File: src/rtl/pes_pump_driver_if.sv
// Pump driver bus: request and flow feedback in, pump drive and status out.
// master = watering controller / plant side, slave = pump driver.
interface pes_pump_driver_if;
    logic       water_pump;
    logic       flow_sensor;
    logic       fault_clear;
    logic       pump_en;
    logic [2:0] pump_state;
    logic       fault;
    logic [1:0] fault_cause;
    logic       timeout_pulse;
    logic [7:0] run_count;

    modport master (
        output water_pump,
        output flow_sensor,
        output fault_clear,
        input  pump_en,
        input  pump_state,
        input  fault,
        input  fault_cause,
        input  timeout_pulse,
        input  run_count
    );

    modport slave (
        input  water_pump,
        input  flow_sensor,
        input  fault_clear,
        output pump_en,
        output pump_state,
        output fault,
        output fault_cause,
        output timeout_pulse,
        output run_count
    );
endinterface

File: src/rtl/pes_pump_driver.sv
// Pump actuator driver: min-on / cooldown / max-on enforcement, flow-based
// fault detection with latched cause, and a saturating completed-run count.
module pes_pump_driver #(
    parameter int MIN_ON    = 8,
    parameter int MIN_OFF   = 16,
    parameter int MAX_ON    = 64,
    parameter int FLOW_WAIT = 4
) (
    input logic              clk,
    input logic              reset,
    pes_pump_driver_if.slave bus
);

    typedef enum logic [2:0] {
        S_OFF   = 3'd0,
        S_START = 3'd1,
        S_RUN   = 3'd2,
        S_COOL  = 3'd3,
        S_FAULT = 3'd4
    } state_t;

    localparam logic [7:0] MIN_ON_C    = 8'(MIN_ON);
    localparam logic [7:0] MIN_OFF_C   = 8'(MIN_OFF);
    localparam logic [7:0] MAX_ON_C    = 8'(MAX_ON);
    localparam logic [7:0] FLOW_WAIT_C = 8'(FLOW_WAIT);

    state_t     state_q, state_d;
    logic [7:0] on_q, on_d;
    logic [7:0] off_q, off_d;
    logic [7:0] runs_q, runs_d;
    logic [7:0] runs_inc;
    logic [1:0] cause_q, cause_d;
    logic       tmo_q, tmo_d;
    logic       sync1_q, flow_s;

    // Flow sensor is asynchronous to clk
    always_ff @(posedge clk or posedge reset) begin
        if (reset) begin
            sync1_q <= 1'b0;
            flow_s  <= 1'b0;
        end else begin
            sync1_q <= bus.flow_sensor;
            flow_s  <= sync1_q;
        end
    end

    always_ff @(posedge clk or posedge reset) begin
        if (reset) begin
            state_q <= S_OFF;
            on_q    <= 8'd0;
            off_q   <= 8'd0;
            runs_q  <= 8'd0;
            cause_q <= 2'b00;
            tmo_q   <= 1'b0;
        end else begin
            state_q <= state_d;
            on_q    <= on_d;
            off_q   <= off_d;
            runs_q  <= runs_d;
            cause_q <= cause_d;
            tmo_q   <= tmo_d;
        end
    end

    assign runs_inc = (runs_q == 8'hFF) ? runs_q : runs_q + 8'd1;

    always_comb begin
        state_d = state_q;
        on_d    = on_q;
        off_d   = off_q;
        runs_d  = runs_q;
        cause_d = cause_q;
        tmo_d   = 1'b0;
        unique case (state_q)
            S_OFF: begin
                if (bus.water_pump) begin
                    state_d = S_START;
                    on_d    = 8'd1;
                end
            end
            S_START: begin
                if (flow_s) begin
                    state_d = S_RUN;
                    on_d    = on_q + 8'd1;
                end else if (on_q == FLOW_WAIT_C) begin
                    state_d = S_FAULT;
                    cause_d = 2'b01;
                end else begin
                    on_d = on_q + 8'd1;
                end
            end
            S_RUN: begin
                if (!flow_s) begin
                    state_d = S_FAULT;
                    cause_d = 2'b10;
                end else if (on_q == MAX_ON_C) begin
                    state_d = S_COOL;
                    off_d   = 8'd1;
                    tmo_d   = 1'b1;
                    runs_d  = runs_inc;
                end else if (!bus.water_pump && on_q >= MIN_ON_C) begin
                    state_d = S_COOL;
                    off_d   = 8'd1;
                    runs_d  = runs_inc;
                end else begin
                    on_d = on_q + 8'd1;
                end
            end
            S_COOL: begin
                if (off_q == MIN_OFF_C) begin
                    state_d = S_OFF;
                end else begin
                    off_d = off_q + 8'd1;
                end
            end
            S_FAULT: begin
                if (bus.fault_clear) begin
                    state_d = S_COOL;
                    off_d   = 8'd1;
                    cause_d = 2'b00;
                end
            end
            default: state_d = S_OFF;
        endcase
    end

    assign bus.pump_en       = (state_q == S_START) || (state_q == S_RUN);
    assign bus.pump_state    = state_q;
    assign bus.fault         = (state_q == S_FAULT);
    assign bus.fault_cause   = cause_q;
    assign bus.timeout_pulse = tmo_q;
    assign bus.run_count     = runs_q;

endmodule

File: src/flat_wrapper.sv
// flat-port wrapper written by rule: the top's interface ports become plain ports
module pes_pump_driver_flat 
#(
    parameter int MIN_ON    = 8,
    parameter int MIN_OFF   = 16,
    parameter int MAX_ON    = 64,
    parameter int FLOW_WAIT = 4
)
  (clk, reset, bus_water_pump, bus_flow_sensor, bus_fault_clear, bus_pump_en, bus_pump_state, bus_fault, bus_fault_cause, bus_timeout_pulse, bus_run_count);
  pes_pump_driver_if bus_i ();
  input logic clk;
  input logic reset;
  input wire logic [$bits(bus_i.water_pump)-1:0] bus_water_pump;
  input wire logic [$bits(bus_i.flow_sensor)-1:0] bus_flow_sensor;
  input wire logic [$bits(bus_i.fault_clear)-1:0] bus_fault_clear;
  output wire logic [$bits(bus_i.pump_en)-1:0] bus_pump_en;
  output wire logic [$bits(bus_i.pump_state)-1:0] bus_pump_state;
  output wire logic [$bits(bus_i.fault)-1:0] bus_fault;
  output wire logic [$bits(bus_i.fault_cause)-1:0] bus_fault_cause;
  output wire logic [$bits(bus_i.timeout_pulse)-1:0] bus_timeout_pulse;
  output wire logic [$bits(bus_i.run_count)-1:0] bus_run_count;
  assign bus_i.water_pump = bus_water_pump;
  assign bus_i.flow_sensor = bus_flow_sensor;
  assign bus_i.fault_clear = bus_fault_clear;
  assign bus_pump_en = bus_i.pump_en;
  assign bus_pump_state = bus_i.pump_state;
  assign bus_fault = bus_i.fault;
  assign bus_fault_cause = bus_i.fault_cause;
  assign bus_timeout_pulse = bus_i.timeout_pulse;
  assign bus_run_count = bus_i.run_count;
  pes_pump_driver #(.MIN_ON(MIN_ON), .MIN_OFF(MIN_OFF), .MAX_ON(MAX_ON), .FLOW_WAIT(FLOW_WAIT)) u_core (.clk(clk), .reset(reset), .bus(bus_i));
endmodule
File: config.mk
export PLATFORM = sky130hd
export DESIGN_NAME = pes_pump_driver_flat
export DESIGN_NICKNAME = d
export VERILOG_FILES = /design/src/rtl/pes_pump_driver_if.sv /design/src/rtl/pes_pump_driver.sv /design/src/flat_wrapper.sv
export SDC_FILE = /design/constraint.sdc
export NUM_CORES = 1
export LEC_CHECK = 0
export CAP_MARGIN = 20
export CELL_PAD_IN_SITES_DETAIL_PLACEMENT = 1
export CELL_PAD_IN_SITES_GLOBAL_PLACEMENT = 1
export CORE_AREA = 2 2 68 70
export CTS_CLUSTER_SIZE = 25
export DETAILED_ROUTE_END_ITERATION = 12
export DIE_AREA = 0 0 70 72
export PLACE_DENSITY_LB_ADDON = 0.1
export SLEW_MARGIN = 10
export SYNTH_ARGS = -nofsm -noshare
export SYNTH_HDL_FRONTEND = slang
export SYNTH_SLANG_ARGS = --single-unit
File: constraint.sdc
create_clock -name clk -period 2.1 [get_ports clk]
set_input_delay 0.21 -clock clk [delete_from_list [all_inputs] [get_ports clk]]
set_output_delay 0.21 -clock clk [all_outputs]
set_load 0.01 [all_outputs]
==> results of run 1 <==
-- layer usage --
metal / wire, um / part of all wire [%] / track usage, %
met5: 0 / 0 / 0
met4: 75 / 1.6 / 6.84
met3: 175 / 3.8 / 5.69
met2: 2330 / 50 / 33.5
met1: 2060 / 44 / 24.5
-- state kept, by name (all words and copies together), names as in the netlist --
register                  flops
u_core.bus.fault_cause        2
u_core.bus.pump_state         3
u_core.bus.run_count          8
u_core.bus.timeout_pulse      1
u_core.flow_s                 1
u_core.off_q                  8
u_core.on_q                   8
u_core.sync1_q                1
-- per-stage QoR --
| stage | setup slack [ps] | utilization, % | power [W] | hold WS, ps | setup TNS [ps] |
|---|---|---|---|---|---|
| final | 65.8 | 52.6 | 0.00255 | 319 | 0 |
| after global routing | 0.784 | 52.6 | 0.00274 | 362 | 0 |
| after CTS | 1.15 | 51.2 | 0.00248 | 335 | 0 |
| after detailed placement | -48.4 | 48.8 | 0.00195 | 341 | -58.9 |
| after global placement | 96.4 | 48.8 | 0.00188 | 340 | 0 |
| after floorplan | 256 | - | 0.00151 | 241 | 0 |
-- cells in the final DEF, fill, tap and decap left out, types with 4 or more instances in the layout --
cell                              count
sky130_fd_sc_hd__dfrtp_1             29
sky130_fd_sc_hd__clkdlybuf4s50_1     20
sky130_fd_sc_hd__buf_4               15
sky130_fd_sc_hd__nor2_1              14
sky130_fd_sc_hd__a21oi_1             12
sky130_fd_sc_hd__inv_1               11
sky130_fd_sc_hd__o21ai_1             10
sky130_fd_sc_hd__nand2_1             10
sky130_fd_sc_hd__nand3_1              9
sky130_fd_sc_hd__nand4_1              7
sky130_fd_sc_hd__clkbuf_8             7
sky130_fd_sc_hd__xor2_1               6
sky130_fd_sc_hd__o21ai_0              6
sky130_fd_sc_hd__o31ai_1              5
sky130_fd_sc_hd__ha_1                 5
sky130_fd_sc_hd__and3_1               4
sky130_fd_sc_hd__nand3b_1             4
sky130_fd_sc_hd__a31oi_1              4
-- worst paths after layout --
check,endpoint,slack (ps),cells after the start
worst min-delay path,u_core.bus.run_count[4],320,3
min in group clk,u_core.sync1_q,360,1
max in group asynchronous,u_core.bus.pump_state[1],1460,3
worst min register to register,u_core.flow_s,370,0
worst max register to register,u_core.on_q[6],70,5
worst max-delay path,u_core.on_q[6],70,5
-- final cells by class --
type | instances | area [sq um] | share of cell area (%)
sequential | 32 | 805 | 35.9
multi-input combinational | 135 | 922 | 41.1
inverter | 11 | 41.3 | 1.84
tap | 52 | 65.1 | 2.90
timing repair buffer | 35 | 313 | 14.0
clock buffer | 7 | 96.3 | 4.30
-- tightest hold or removal path: stages --
cell	delay (ps)
sky130_fd_sc_hd__clkdlybuf4s50_1	390
sky130_fd_sc_hd__inv_1	50
sky130_fd_sc_hd__buf_4	370
-- logic make-up (layout without fill, tap and decap cells) --
| family | Yosys count | after routing | share of synthesized area (%) |
|---|---|---|---|
| xor gates and xnor gates | 7 | 7 | 3.48 |
| DFF | 32 | 32 | 45.4 |
| muxes | 3 | 3 | 1.77 |
| adders and majority gates | 5 | 5 | 3.55 |
| AOI/OAI and AO/OA | 47 | 47 | 17.2 |
| and+or+nand+nor | 73 | 73 | 24.1 |
| buffers and inverters | 17 | 53 | 4.47 |
-- report_power, final --
group,internal [W],switching [W]
logic,0.000538,0.000549
registers,0.000746,0.000204
clock network,0.000292,0.000225
total,0.00158,0.000978
-- repair_timing --
item                       in CTS  in global routing
setup endpoints to repair       5                 16
pin swaps                       0                  1
resized for setup               4                  7
setup buffers                   0                  3
hold buffers                    0                  0
==> impl.org, run 1 <==
** Route
- Pre-Repair DR Iteration Count :: 4
- Residual antenna-violating net count after detailed routing :: 0
- Post-detailed-route via-to-cell ratio :: 5.77
- Summing over every cut layer, the via total after detailed routing is 1570.
- Violation count after the first detailed-route iteration :: 98
- In the final routed layout, each cell accounts on average for 17.1 um.
- Final Routed Wirelength :: 4640 um
- DRC errors left :: 0

** CTS
- Clk slew on worst S/H paths :: 70 ps
- Deepest level of the CTS H-tree :: 2
- The clock reaches the later pin of the worst-skew pair after 280 ps.
- The clock passes through at most 2 buffers.
- Root buffer cell :: sky130_fd_sc_hd__clkbuf_8
- Sink Count :: 32
- The number of clock buffers added by TritonCTS is 5.
- Clock tree from TritonCTS :: yes

** Floorplan
- 21 I/O pins were placed.
- After floorplanning, the core was divided into 24 placement rows.
- Width of the chip :: 70 um
- The die covers 5040 sq um.
- Die height :: 72 um
- Area of the core :: 4260 sq um
- Once the floorplan was initialized, standard cells occupied 41.3% of the core.

** Yosys
- A synthesized cell averages 9.58 sq um.
- Of the post-synthesis cell area, the dominant cell type holds 45.4%.
- Most used standard cells in the synthesized netlist :: 32 x sky130_fd_sc_hd__dfrtp_1, 14 x sky130_fd_sc_hd__nor2_1, 12 x sky130_fd_sc_hd__a21oi_1
- When the netlist entered floorplanning its net count stood at 194.
- Most frequent cell after synthesis :: sky130_fd_sc_hd__dfrtp_1
- Number of warnings reported in the yosys synthesis log :: 0
- Netlist cell types :: 44
- For this run, asynchronously set or reset flops after synthesis account for 100%.
- After synthesis the cells add up to 1760 sq um.
- Yosys attributes the largest share of cell area to sky130_fd_sc_hd__dfrtp_1 45%, sky130_fd_sc_hd__ha_1 3.5%, sky130_fd_sc_hd__a21oi_1 3.4%.
- Library cell occupying the most area in the post-synthesis netlist :: sky130_fd_sc_hd__dfrtp_1
- Part of the Yosys area used for sequential elements :: 45.4%
- Cell count after synthesis :: 184
- Main flop type after synthesis :: sky130_fd_sc_hd__dfrtp_1
- Number of synthesized register bits :: 32
- In this run, synthesis inferred 0 flip-flops with an integrated enable.

** Setup path
- Critical Path Max Stage Delay :: 510 ps
- Kind of cell adding the most delay to the critical path :: simple AND/OR/NAND/NOR gates
- Worst EP required :: 2300 ps
- The most critical setup path has its startpoint at u_core.on_q[3].
- Number of buffers and inverters on the critical path :: 0
- Arr. time, crit path :: 2230 ps
- The critical path is of the reg -> reg type.
- On the critical path, the stage with the largest delay is an instance of sky130_fd_sc_hd__or4_1.
- The critical path goes through nor4_4 > a21oi_4 > o21ba_4 > or4_1 > a21oi_1.
- FF-to-FF Start :: u_core.on_q[3]
- STA classifies the critical path endpoint as a flip-flop.
- Startpoint types :: flip-flop
- Along the worst path, the maximum fanout reaches 15.

** Finish
- After routing the design area is 2240 sq um.
- Area growth from synthesis to final layout :: 27.2%
- After filler insertion, the fill cell instance count of the layout stands at 484.
- Post-layout instance count excluding filler cells :: 272
- Diodes inserted :: 0
- Fraction of final layout cells with drive strength greater than 1 :: 15.5%
- Number of nets in the layout :: 230

** Global routing
- Across every metal layer, demand over resource in global routing totals 19.8%.
- For this run the aggregate overflow at the end of global routing stands at 0.
- Number of antenna violations at the first check in global routing :: 0
- The number of global-route vias before repair came to 1600.
- Entering global routing, the biggest net connects 33 pins.
- Global-route wire length before repair :: 7790 um

** Timing
- Pins over their slew limit :: 0
- Portion of the clock cycle consumed by the worst path in the final layout :: 96.9%
- Relative slew margins :: 71.2%
- Setup repair after global routing left no endpoint under its margin.
- Final min period :: 2030 ps
- Setup violations remaining at the end of the flow were counted as 0.
- Layout Skew :: 5.87 ps
- Final hold vios :: 0
- F_max :: 0.492 GHz
- At the pin with the least slew margin, the transition time is 431 ps.

** Run
- Number of max-capacitance violations reported :: 0

** Placement
- Placed insts :: 262
- RePlAce Congestion :: 0.788
- Once placement finished, the instance area stood at 2080 sq um.
- Once detailed placement completed, the half-perimeter wirelength came to 3410 um.
- # port buffers :: 20

** Power and ir drop
- Across the VDD grid, the largest voltage drop is 0.557 mV.
- Leakage power :: 0.975 nW
- Dividing total power by cell area gives a power density of 1140 nW/um^2.

** Run status
- Outcome :: complete, no violations

** Worst hold path
- The worst hold path belongs to the class in -> async.
(Power assumes the default switching activity.)
==> run 2, diff against run 1 <==
- ABC_AREA: default -> 0
==> results of run 2 <==
Final layout, timing and power as in run 1 (identical DEF).
==> run 3, diff against run 2 <==
- CAP_MARGIN: 20 -> 40
==> results of run 3 <==
Final layout, timing and power as in run 1 (identical DEF).
